[src/rtl/alu_sequencer.sv]
// alu_sequencer: issues one command at a time to an external arithmetic unit.
// Ports: cmd_* (valid/ready in), alu_* (to/from arithmetic unit), rsp_* (valid/ready out).
module alu_sequencer #(
  parameter int data_size    = 8,
  parameter int op_code_size = 3
) (
  input  logic                    clk,
  input  logic                    rst_n,
  input  logic                    cmd_valid,
  output logic                    cmd_ready,
  input  logic [op_code_size-1:0] cmd_op,
  input  logic [data_size-1:0]    cmd_a,
  input  logic [data_size-1:0]    cmd_b,
  input  logic                    cmd_acc_sel,
  input  logic                    cmd_clr_carry,
  output logic [op_code_size-1:0] alu_op,
  output logic [data_size-1:0]    alu_a,
  output logic [data_size-1:0]    alu_b,
  output logic                    alu_cin,
  input  logic [data_size-1:0]    alu_result,
  input  logic                    alu_cout,
  output logic                    rsp_valid,
  input  logic                    rsp_ready,
  output logic [data_size-1:0]    rsp_result,
  output logic                    rsp_carry
);

  typedef enum logic [1:0] {
    IDLE,
    ISSUE,
    CAPTURE,
    RESP
  } state_t;

  state_t state_q, state_d;

  logic [op_code_size-1:0] op_q;
  logic [data_size-1:0]    a_q;
  logic [data_size-1:0]    b_q;
  logic [data_size-1:0]    acc_q;
  logic [data_size-1:0]    res_q;
  logic                    carry_q;
  logic                    rcarry_q;
  logic                    accept;

  assign cmd_ready  = (state_q == IDLE);
  assign rsp_valid  = (state_q == RESP);
  assign accept     = cmd_valid & cmd_ready;

  assign alu_op     = op_q;
  assign alu_a      = a_q;
  assign alu_b      = b_q;
  assign alu_cin    = carry_q;
  assign rsp_result = res_q;
  assign rsp_carry  = rcarry_q;

  always_ff @(posedge clk or negedge rst_n) begin
    if (!rst_n) state_q <= IDLE;
    else        state_q <= state_d;
  end

  always_comb begin
    state_d = state_q;
    unique case (state_q)
      IDLE:    if (accept) state_d = ISSUE;
      ISSUE:   state_d = CAPTURE;
      CAPTURE: state_d = RESP;
      RESP:    if (rsp_ready) state_d = IDLE;
      default: state_d = IDLE;
    endcase
  end

  // Carry survives between commands so multi-word add/sub can chain.
  always_ff @(posedge clk or negedge rst_n) begin
    if (!rst_n) begin
      op_q     <= '0;
      a_q      <= '0;
      b_q      <= '0;
      acc_q    <= '0;
      res_q    <= '0;
      carry_q  <= 1'b0;
      rcarry_q <= 1'b0;
    end else begin
      if (accept) begin
        op_q <= cmd_op;
        a_q  <= cmd_acc_sel ? acc_q : cmd_a;
        b_q  <= cmd_b;
        if (cmd_clr_carry) carry_q <= 1'b0;
      end
      if (state_q == CAPTURE) begin
        acc_q    <= alu_result;
        carry_q  <= alu_cout;
        res_q    <= alu_result;
        rcarry_q <= alu_cout;
      end
    end
  end

endmodule
[config.mk]
export PLATFORM = sky130hd
export DESIGN_NAME = alu_sequencer
export DESIGN_NICKNAME = d
export VERILOG_FILES = /design/src/rtl/alu_sequencer.sv
export SDC_FILE = /design/constraint.sdc
export NUM_CORES = 1
export LEC_CHECK = 0
export ABC_AREA = 1
export BUFFER_PORTS_ARGS = -buffer_cell sky130_fd_sc_hd__buf_4
export CORE_MARGIN = 8
export CORE_UTILIZATION = 49
export DETAILED_ROUTE_END_ITERATION = 16
export GPL_ROUTABILITY_DRIVEN = 0
export HOLD_SLACK_MARGIN = 0.08
export PLACE_DENSITY = 0.84
export RECOVER_POWER = 100
export SLEW_MARGIN = 5
export SYNTH_ARGS = -nofsm -noshare
export SYNTH_HDL_FRONTEND = slang
export SYNTH_SLANG_ARGS = --single-unit
[constraint.sdc]
create_clock -name clk -period 1.9 [get_ports clk]
set_input_delay 0.285 -clock clk [delete_from_list [all_inputs] [get_ports clk]]
set_output_delay 0.285 -clock clk [all_outputs]
set_load 0.02 [all_outputs]
Word level (Yosys, flattened, before mapping)
Index checks and enable logic that the tools add are counted.

storage, ports and cells
  bits of input ports = 34
  logic and storage cells = 25
  output and inout bits = 31
  register bits after elaboration = 31

operators by class
  mux-type cells = 7
  eq/ne operators = 5
  bitwise operators = 1
  reductions and logical operators = 5

operators with widths
  cell                                                                     number
  8-bit 2-to-1 mux                                                         1
  2-bit case mux with 4 select lines                                       1
  2-bit equality test, second input constant                               2
  2-bit 2-to-1 mux                                                         2
  2-bit by 1-bit inequality test with 1-bit output, second input constant  2
  2-bit AND reduction                                                      2
  2-bit nonzero test                                                       2
  1-bit 2-to-1 mux                                                         3
  2-bit by 1-bit equality test with 1-bit output, second input constant    1
  2-bit logical NOT                                                        1
  1-bit bitwise AND                                                        1

Longest topological paths before layout
Gate-level depths: netlist of run 1.

  depth after elaboration = 4
  gate-level depth with buffers = 7
  mapped depth without buffers = 7

Worst setup path after synthesis of run 1
No wires, ideal clock.

  path kind = reg2reg
  from = register state_q[0]
  to = register a_q[4], in the netlist alu_a[4]
  clock period less this slack = 1.337 ns
  slack = 0.563 ns
  path buffers = 1
  arrival time = 1.221 ns
  stages on the path, launching flop included = 7
  setup time = 0.116 ns
  data required time = 1.784 ns
  cell sequence = dfrtp_1 -> inv_1 -> ha_1 -> nand2_2 -> buf_2 -> nand2_1 -> nand2_1

on the way
  word-level cells in the longest chain between the ends = 2

ends and longest elaborated chain
  item                      line  text
  start: declaration        35    state_t state_q, state_d;
  start signal: assignment  59    else state_q <= state_d;
  2-bit logical NOT         46    assign cmd_ready = (state_q == IDLE);
  net cmd_ready             10    output logic cmd_ready,
  1-bit bitwise AND         48    assign accept = cmd_valid & cmd_ready;
  end signal: assignment    86    a_q <= cmd_acc_sel ? acc_q : cmd_a;
  end: declaration          38    logic [data_size-1:0] a_q;

The timed path passes the listed nets, and every way through them passes these cells.
A chain may end at the register's enable or synchronous reset.

Final worst setup path of run 1
  from = register state_q[0]
  to = output cmd_ready

on the way
  word-level cells in the longest chain between the ends = 1

ends and longest elaborated chain
  item               line
  2-bit logical NOT  46
  end: declaration   10

Every way passes these cells.

==> metrics.txt, run 1 <==
# TYPE chip_impl_metric gauge
chip_impl_metric{name="yosysUniqueCellTypes",unit=""} 13
chip_impl_metric{name="fin_crit",unit="ps"} 1649
chip_impl_metric{name="report.final.setup_viol",unit=""} 0
chip_impl_metric{name="final_net_count",unit=""} 280
chip_impl_info{name="timing.hold.worst.start",value="alu_result[5]"} 1
chip_impl_metric{name="clock-sinks",unit=""} 31
chip_impl_metric{name="pin_count_of_the_biggest_net_entering_global_routing",unit=""} 32
chip_impl_metric{name="cts_inserted_buffers",unit=""} 5
chip_impl_metric{name="ctsLongestPathBuffers",unit=""} 2
chip_impl_info{name="rsz_0062_raised_after_global_routing",value="no"} 1
chip_impl_metric{name="die_h",unit="um"} 69.53
chip_impl_metric{name="cts_resized",unit=""} 0
chip_impl_info{name="netlist_top_cells_count",value="sky130_fd_sc_hd__nand2_1, sky130_fd_sc_hd__dfrtp_1, sky130_fd_sc_hd__inv_1, sky130_fd_sc_hd__o21ai_0, sky130_fd_sc_hd__ha_1"} 1
chip_impl_metric{name="static-leakage-power",unit="nW"} 1.040
chip_impl_metric{name="register_cell_area_after_layout",unit="um2"} 775.7
chip_impl_metric{name="violation_count_after_the_first_detailed_route_iteration",unit=""} 72
chip_impl_info{name="cp-startpoint",value="state_q[0]"} 1
chip_impl_metric{name="critPathArrivalTime",unit="ps"} 1360
chip_impl_info{name="crit_path_start_kind",value="register"} 1
chip_impl_metric{name="wire_per_inst",unit="um"} 12.49
chip_impl_metric{name="floorplan.initialDensity",unit="%"} 51.35
chip_impl_metric{name="track_usage",unit="%"} 15.03
chip_impl_metric{name="area_delta_synth_final",unit="%"} 29.77
chip_impl_metric{name="remaining_drcs",unit=""} 0
chip_impl_metric{name="die_w",unit="um"} 69.53
chip_impl_metric{name="drv.max_cap_violation_count",unit=""} 0
chip_impl_metric{name="timing.fmax",unit="GHz"} 0.6063
chip_impl_metric{name="via_count_of_the_first_global_routing_pass",unit=""} 1368
chip_impl_metric{name="overflow",unit=""} 0
chip_impl_info{name="synthFlopType",value="sky130_fd_sc_hd__dfrtp_1"} 1
chip_impl_info{name="ys_top_cells_by_area",value="sky130_fd_sc_hd__dfrtp_1, sky130_fd_sc_hd__nand2_1, sky130_fd_sc_hd__inv_1"} 1
chip_impl_metric{name="timing_worst_slew_pin_value",unit="ps"} 755.1
chip_impl_metric{name="final_max_slew_viol_count",unit=""} 0
chip_impl_info{name="timing.setup.critical_path_class",value="reg -> out"} 1
chip_impl_metric{name="synth_top_area_share",unit="%"} 55.26
chip_impl_metric{name="cts.repair_timing.setup_buffer_count",unit=""} 0
chip_impl_info{name="post-synth-top-count-cell",value="sky130_fd_sc_hd__nand2_1"} 1
chip_impl_metric{name="worst_setup_hold_path_clk_slew",unit="ps"} 100
chip_impl_metric{name="synth_area_per_cell",unit="um2"} 8.068
chip_impl_metric{name="combined_area_of_the_multi_input_logic_cells",unit="um2"} 518.0
chip_impl_metric{name="mappedNetlistArea",unit="mm2"} 0.001404
chip_impl_metric{name="dp_hpwl",unit="um"} 2570
chip_impl_metric{name="initial_antenna_violation_count",unit=""} 0
chip_impl_metric{name="synth_enable_flop_cells",unit=""} 0
chip_impl_metric{name="core_rows",unit=""} 19
chip_impl_metric{name="synthCells",unit=""} 174
chip_impl_info{name="clock_tree_from_tritoncts",value="done"} 1
chip_impl_metric{name="synth.net_count",unit=""} 212
chip_impl_metric{name="placement.io_buffers",unit=""} 64
chip_impl_metric{name="top_level_ports",unit=""} 65
chip_impl_info{name="cts-root-buf",value="sky130_fd_sc_hd__clkbuf_4"} 1
chip_impl_metric{name="timing.max_slew.rel_slack",unit="%"} 49.66
chip_impl_metric{name="fillerInstances",unit=""} 261
chip_impl_metric{name="yosys_warnings",unit=""} 0
chip_impl_metric{name="die_area",unit="mm2"} 0.004834
chip_impl_metric{name="floorplan.core_area",unit="mm2"} 0.002734
chip_impl_metric{name="antenna_cells",unit=""} 0
chip_impl_metric{name="detail-route-antenna-nets",unit=""} 0
chip_impl_metric{name="avgViaCountPerCell",unit=""} 4.628
chip_impl_metric{name="asyncSetResetFlopFracSynth",unit="%"} 100.0
chip_impl_metric{name="dr.pass1.iters",unit=""} 4
chip_impl_metric{name="fin_util",unit="%"} 66.64
chip_impl_info{name="crit-reg2reg-launch",value="state_q[0]"} 1
chip_impl_info{name="run_status",value="finished clean"} 1
chip_impl_metric{name="pwr_density_cell",unit="mW/mm2"} 1623
chip_impl_info{name="critPathCaptureType",value="primary output"} 1
chip_impl_metric{name="total_negative_slack_for_setup_checks",unit="ps"} 0
chip_impl_metric{name="final_hold_viol_count",unit=""} 0
chip_impl_metric{name="timing.critical_path.required",unit="ps"} 1620
chip_impl_metric{name="seq_area_frac_synth",unit="%"} 55.26
chip_impl_metric{name="totalWireLength",unit="um"} 3423
chip_impl_info{name="worstHoldPathType",value="in -> reg"} 1
chip_impl_metric{name="final.period_utilization",unit="%"} 86.81
chip_impl_metric{name="skew",unit="ps"} 16.29
chip_impl_metric{name="vias",unit=""} 1268
chip_impl_metric{name="crit_path_max_fanout",unit=""} 4
chip_impl_metric{name="fraction_of_final_layout_cells_sized_beyond_drive_strength_1",unit="%"} 18.52
chip_impl_metric{name="worst_ir_drop_vdd",unit="uV"} 1322
chip_impl_metric{name="grt_first_pass_wirelength",unit="um"} 6003
chip_impl_info{name="post-synth-top-area-cell",value="sky130_fd_sc_hd__dfrtp_1"} 1
chip_impl_metric{name="ys_seq_elements",unit=""} 31
chip_impl_metric{name="count_of_h_tree_levels_built_during_cts",unit=""} 2
chip_impl_metric{name="clk_latency",unit="ps"} 330
[metal layers]
metal  GRT usage, %  up-vias  part of all wire (%)  routed length (um)
met5              0        -                     0                   0
met4          6.834        0                   1.8                  63
met3          5.722        8                   8.3                 284
met2          23.87       55                    46                1590
met1          17.46      554                    43                1485
li1               -      651                     -                   -
[layout make-up]
cell class,count,share of cell area (%)
clock buffers,7,2.473
clock inverters,1,0.2747
inverters,17,3.503
multi-input cells,121,28.43
flip-flops and latches,31,42.58
well taps,31,2.129
repair buffers,66,20.60
[worst paths after layout]
| kind | to | slack, ps | depth (start not counted) |
|---|---|---|---|
| worst max-delay path | cmd_ready | 250 | 3 |
| worst min register to register | rsp_carry | 480 | 2 |
| min in group asynchronous | rsp_result[4] | 550 | 2 |
| max in group asynchronous | alu_op[1] | 860 | 2 |
| worst min-delay path | rsp_result[5] | 140 | 3 |
| worst max register to register | alu_op[1] | 310 | 6 |
[cells in the final DEF, fill, tap and decap left out]
master	netlist	final
sky130_fd_sc_hd__clkinv_1	1	1
sky130_fd_sc_hd__buf_4	0	32
sky130_fd_sc_hd__nand2_2	3	3
sky130_fd_sc_hd__clkbuf_4	0	5
sky130_fd_sc_hd__dlygate4sd3_1	0	1
sky130_fd_sc_hd__nand3_1	3	3
sky130_fd_sc_hd__o21ai_2	2	2
sky130_fd_sc_hd__inv_1	15	15
sky130_fd_sc_hd__ha_1	4	4
sky130_fd_sc_hd__clkinv_2	0	1
sky130_fd_sc_hd__clkbuf_2	0	1
sky130_fd_sc_hd__clkbuf_1	0	34
sky130_fd_sc_hd__o21ai_0	6	6
sky130_fd_sc_hd__nand2_1	101	101
sky130_fd_sc_hd__inv_2	0	1
sky130_fd_sc_hd__dfrtp_1	31	31
sky130_fd_sc_hd__nor2_1	2	2
[state kept, by name, indices dropped and copies added, names as in the netlist]
name        cells
rsp_result      8
alu_a           8
alu_cin         1
state_q         2
alu_op          3
alu_b           8
rsp_carry       1
[where the power goes]
part           internal, mW  switching (mW)
Combinational         0.420            1.00
Clock                 0.144           0.217
Sequential            0.977           0.199
Total                  1.54            1.42
[metrics by stage]
| step | total power [mW] | setup slack, ps | std cells | area (um2) | hold WS (ps) |
|---|---|---|---|---|---|
| 5_1_grt | 3.231 | 159.5 | 274 | 1822 | 138.4 |
| 2_1_floorplan | 2.188 | 562.5 | 174 | 1404 | -10.59 |
| 3_3_place_gp | 2.859 | 477.4 | 265 | 1887 | 234.4 |
| 6_report | 2.957 | 250.7 | 274 | 1822 | 138.5 |
| 4_1_cts | 3.279 | 336.2 | 274 | 1947 | 131.7 |
| 3_5_place_dp | 2.901 | 404.1 | 265 | 1887 | 235.1 |
[worst max-delay path: stages, from the launching register on]
cell and delay [ps]:
sky130_fd_sc_hd__dfrtp_1 410, sky130_fd_sc_hd__inv_1 110, sky130_fd_sc_hd__ha_1 230, sky130_fd_sc_hd__clkbuf_1 270
[repair_timing]
action	in CTS	in global routing
hold buffers	1	0
endpoints found under the setup margin	0	0
endpoints found under the hold margin	31	0
[kinds of logic (layout without fill, tap and decap cells)]
logic type / count (synthesis) / count (layout) / synth area share [%]
and+or+nand+nor: 109 / 109 / 29.95
AOI/OAI and AO/OA: 8 / 8 / 3.387
buffers and inverters: 22 / 91 / 7.843
adders and majority gates: 4 / 4 / 3.565
DFF: 31 / 31 / 55.26
(Power assumes the default switching activity.)
==> run 2: changes to the inputs <==
--- a/config.mk
+++ b/config.mk
@@ -8,11 +8,11 @@
 export ABC_AREA = 1
 export BUFFER_PORTS_ARGS = -buffer_cell sky130_fd_sc_hd__buf_4
 export CORE_MARGIN = 8
-export CORE_UTILIZATION = 49
+export CORE_UTILIZATION = 28
 export DETAILED_ROUTE_END_ITERATION = 16
 export GPL_ROUTABILITY_DRIVEN = 0
 export HOLD_SLACK_MARGIN = 0.08
-export PLACE_DENSITY = 0.84
+export PLACE_DENSITY = 0.54
 export RECOVER_POWER = 100
 export SLEW_MARGIN = 5
 export SYNTH_ARGS = -nofsm -noshare
==> run 2 against run 1 <==
Clock skew decreased by 14 ps. Setup slack improved by 55 ps. Combinational power about the same. Largest cell class unchanged.
==> metrics.txt, run 2 (synthesis results as in run 1) <==
# TYPE chip_impl_metric gauge
chip_impl_info{name="run_status",value="finished clean"} 1
chip_impl_info{name="timing.setup.critical_path_class",value="reg -> reg"} 1
chip_impl_metric{name="detail-route-antenna-nets",unit=""} 0
chip_impl_metric{name="floorplan.initialDensity",unit="%"} 29.33
chip_impl_metric{name="total_negative_slack_for_setup_checks",unit="ps"} 0
chip_impl_info{name="critPathCaptureType",value="register"} 1
chip_impl_info{name="layout.cells.most_common_list",value="sky130_fd_sc_hd__nand2_1, sky130_fd_sc_hd__clkbuf_1, sky130_fd_sc_hd__buf_4"} 1
chip_impl_info{name="crit-reg2reg-launch",value="state_q[0]"} 1
chip_impl_info{name="cp_slowest_cell",value="sky130_fd_sc_hd__dfrtp_1"} 1
chip_impl_metric{name="place_worst_setup_slack",unit="ps"} 355.0
chip_impl_metric{name="dr.pass1.iters",unit=""} 4
chip_impl_metric{name="worst_ir_drop_vdd",unit="uV"} 528.0
chip_impl_metric{name="count_of_h_tree_levels_built_during_cts",unit=""} 2
chip_impl_metric{name="cts.repair_timing.setup_buffer_count",unit=""} 0
chip_impl_metric{name="reg2reg_setup_slack",unit="ps"} 310
chip_impl_metric{name="clock-sinks",unit=""} 31
chip_impl_metric{name="final_net_count",unit=""} 280
chip_impl_metric{name="core_rows",unit=""} 25
chip_impl_metric{name="timing_worst_slew_pin_value",unit="ps"} 784.3
chip_impl_metric{name="final_hold_viol_count",unit=""} 0
chip_impl_metric{name="fraction_of_final_layout_cells_sized_beyond_drive_strength_1",unit="%"} 18.93
chip_impl_metric{name="min_delay_path_depth",unit=""} 3
chip_impl_metric{name="crit_path_max_fanout",unit=""} 22
chip_impl_metric{name="track_usage",unit="%"} 10.32
chip_impl_metric{name="remaining_drcs",unit=""} 0
chip_impl_metric{name="vias",unit=""} 1214
chip_impl_metric{name="placement.io_buffers",unit=""} 64
chip_impl_metric{name="power",unit="mW"} 3.148
chip_impl_info{name="crit_path_start_kind",value="register"} 1
chip_impl_metric{name="worst_setup_hold_path_clk_slew",unit="ps"} 60
chip_impl_info{name="critical_path.most_common_cell",value="sky130_fd_sc_hd__nand2_1"} 1
chip_impl_metric{name="area_delta_synth_final",unit="%"} 36.54
chip_impl_metric{name="initial_antenna_violation_count",unit=""} 0
chip_impl_metric{name="overflow",unit=""} 0
chip_impl_metric{name="final.period_utilization",unit="%"} 83.91
chip_impl_metric{name="ctsLongestPathBuffers",unit=""} 2
chip_impl_metric{name="via_count_of_the_first_global_routing_pass",unit=""} 1276
chip_impl_info{name="rsz_0062_raised_after_global_routing",value="no"} 1
chip_impl_info{name="crit_path_cell_trace",value="inv_1 > ha_1 > nand2_2 > inv_2 > nand2_1 > nand2_1"} 1
chip_impl_metric{name="timing.max_slew.rel_slack",unit="%"} 47.71
chip_impl_metric{name="timing.fmax",unit="GHz"} 0.6272
chip_impl_info{name="mostFrequentLayoutCell",value="sky130_fd_sc_hd__nand2_1"} 1
chip_impl_metric{name="critPathArrivalTime",unit="ps"} 1810
chip_impl_info{name="clock_tree_from_tritoncts",value="done"} 1
chip_impl_metric{name="floorplan.core_area",unit="mm2"} 0.004786
chip_impl_metric{name="critical-path-max-stage-delay",unit="ps"} 390
chip_impl_metric{name="fillerInstances",unit=""} 537
chip_impl_metric{name="die_h",unit="um"} 86.81
chip_impl_metric{name="register_cell_area_after_layout",unit="um2"} 775.7
chip_impl_metric{name="top_level_ports",unit=""} 65
chip_impl_metric{name="totalWireLength",unit="um"} 3646
chip_impl_metric{name="cts_inserted_buffers",unit=""} 5
chip_impl_metric{name="grt_first_pass_wirelength",unit="um"} 6009
chip_impl_metric{name="combined_area_of_the_multi_input_logic_cells",unit="um2"} 518.0
chip_impl_metric{name="fin_crit",unit="ps"} 1594
chip_impl_metric{name="postLayoutSetupSlackWorst",unit="ps"} 305.6
chip_impl_info{name="worstHoldPathType",value="in -> reg"} 1
chip_impl_metric{name="die_w",unit="um"} 86.81
chip_impl_metric{name="die_area",unit="mm2"} 0.007535
chip_impl_metric{name="dpl-instance-area",unit="mm2"} 0.001932
chip_impl_metric{name="skew",unit="ps"} 2.253
chip_impl_info{name="whs_endpoint",value="alu_b[4]"} 1
chip_impl_metric{name="pwr_density_cell",unit="mW/mm2"} 1642
chip_impl_metric{name="wire_per_inst",unit="um"} 11.76
chip_impl_metric{name="post-route-cell-area",unit="mm2"} 0.001917
chip_impl_metric{name="hold_ws",unit="ps"} 200.3
chip_impl_metric{name="clk_latency",unit="ps"} 280
chip_impl_info{name="timing.hold.worst.start",value="cmd_b[4]"} 1
chip_impl_metric{name="antenna_cells",unit=""} 0
chip_impl_metric{name="drv.max_cap_violation_count",unit=""} 0
chip_impl_metric{name="avgViaCountPerCell",unit=""} 3.916
chip_impl_metric{name="report.final.setup_viol",unit=""} 0
chip_impl_metric{name="static-leakage-power",unit="nW"} 1.062
chip_impl_metric{name="timing.critical_path.required",unit="ps"} 2120
chip_impl_metric{name="dp_hpwl",unit="um"} 2754
chip_impl_info{name="cts-root-buf",value="sky130_fd_sc_hd__clkbuf_8"} 1
chip_impl_info{name="critical_path.reg2reg.endpoint",value="alu_a[6]"} 1
chip_impl_metric{name="pin_count_of_the_biggest_net_entering_global_routing",unit=""} 32
chip_impl_metric{name="timing.reg2reg.worst_path_depth",unit=""} 6
chip_impl_metric{name="violation_count_after_the_first_detailed_route_iteration",unit=""} 37
chip_impl_metric{name="final_max_slew_viol_count",unit=""} 0
[run 2: repair_timing]
action | CTS | global route
hold endpoints to repair | 31 | 0
hold buffers | 1 | 0
gates resized for setup | 0 | 0
[run 2: worst max path at each step]
| stage | startpoint | to | slack [ps] | cells after the start |
|---|---|---|---|---|
| after floorplan | state_q[0] | alu_a[4] | 560 | 6 |
| after global placement | state_q[0] | alu_a[6] | 420 | 6 |
| after detailed placement | state_q[0] | alu_a[6] | 350 | 6 |
| after CTS | state_q[0] | alu_a[6] | 340 | 6 |
| after global routing | state_q[0] | alu_a[4] | 140 | 6 |
| final | state_q[0] | alu_a[6] | 310 | 6 |
[run 2: metrics by stage]
| stage | std cells | util (%) |
|---|---|---|
| floorplan | 174 | - |
| global placement | 301 | 40.37 |
| detailed placement | 301 | 40.37 |
| CTS | 310 | 42.67 |
| global route | 310 | 40.05 |
| finish | 310 | 40.05 |
[run 2: area by class of cell]
class	count	area share [%]
inverter	17	3.329
multi-input combinational	121	27.02
clock buffer	8	5.222
tap	67	4.373
timing repair buffer	66	19.58
sequential	31	40.47
[run 2: report_power, final]
group / switching [mW] / internal, mW
Combinational: 0.994 / 0.418
Sequential: 0.191 / 0.980
Clock: 0.234 / 0.330
[run 2: worst max-delay path, delay by kind of cell (launching register included)]
kind | cells | cell delay, ps
buffers and inverters | 2 | 450
adders and majority gates | 1 | 230
DFF | 1 | 390
and+or+nand+nor | 3 | 450
[run 2: per-layer routing]
metal	vias to the layer above	routed length [um]	part of all wire [%]	global-route usage (%)
li1	654	-	-	-
met1	517	1704	47	11.68
met2	41	1575	43	15.61
met3	2	343	9.4	6.333
met4	0	22	0.60	3.286
met5	-	0	0	0
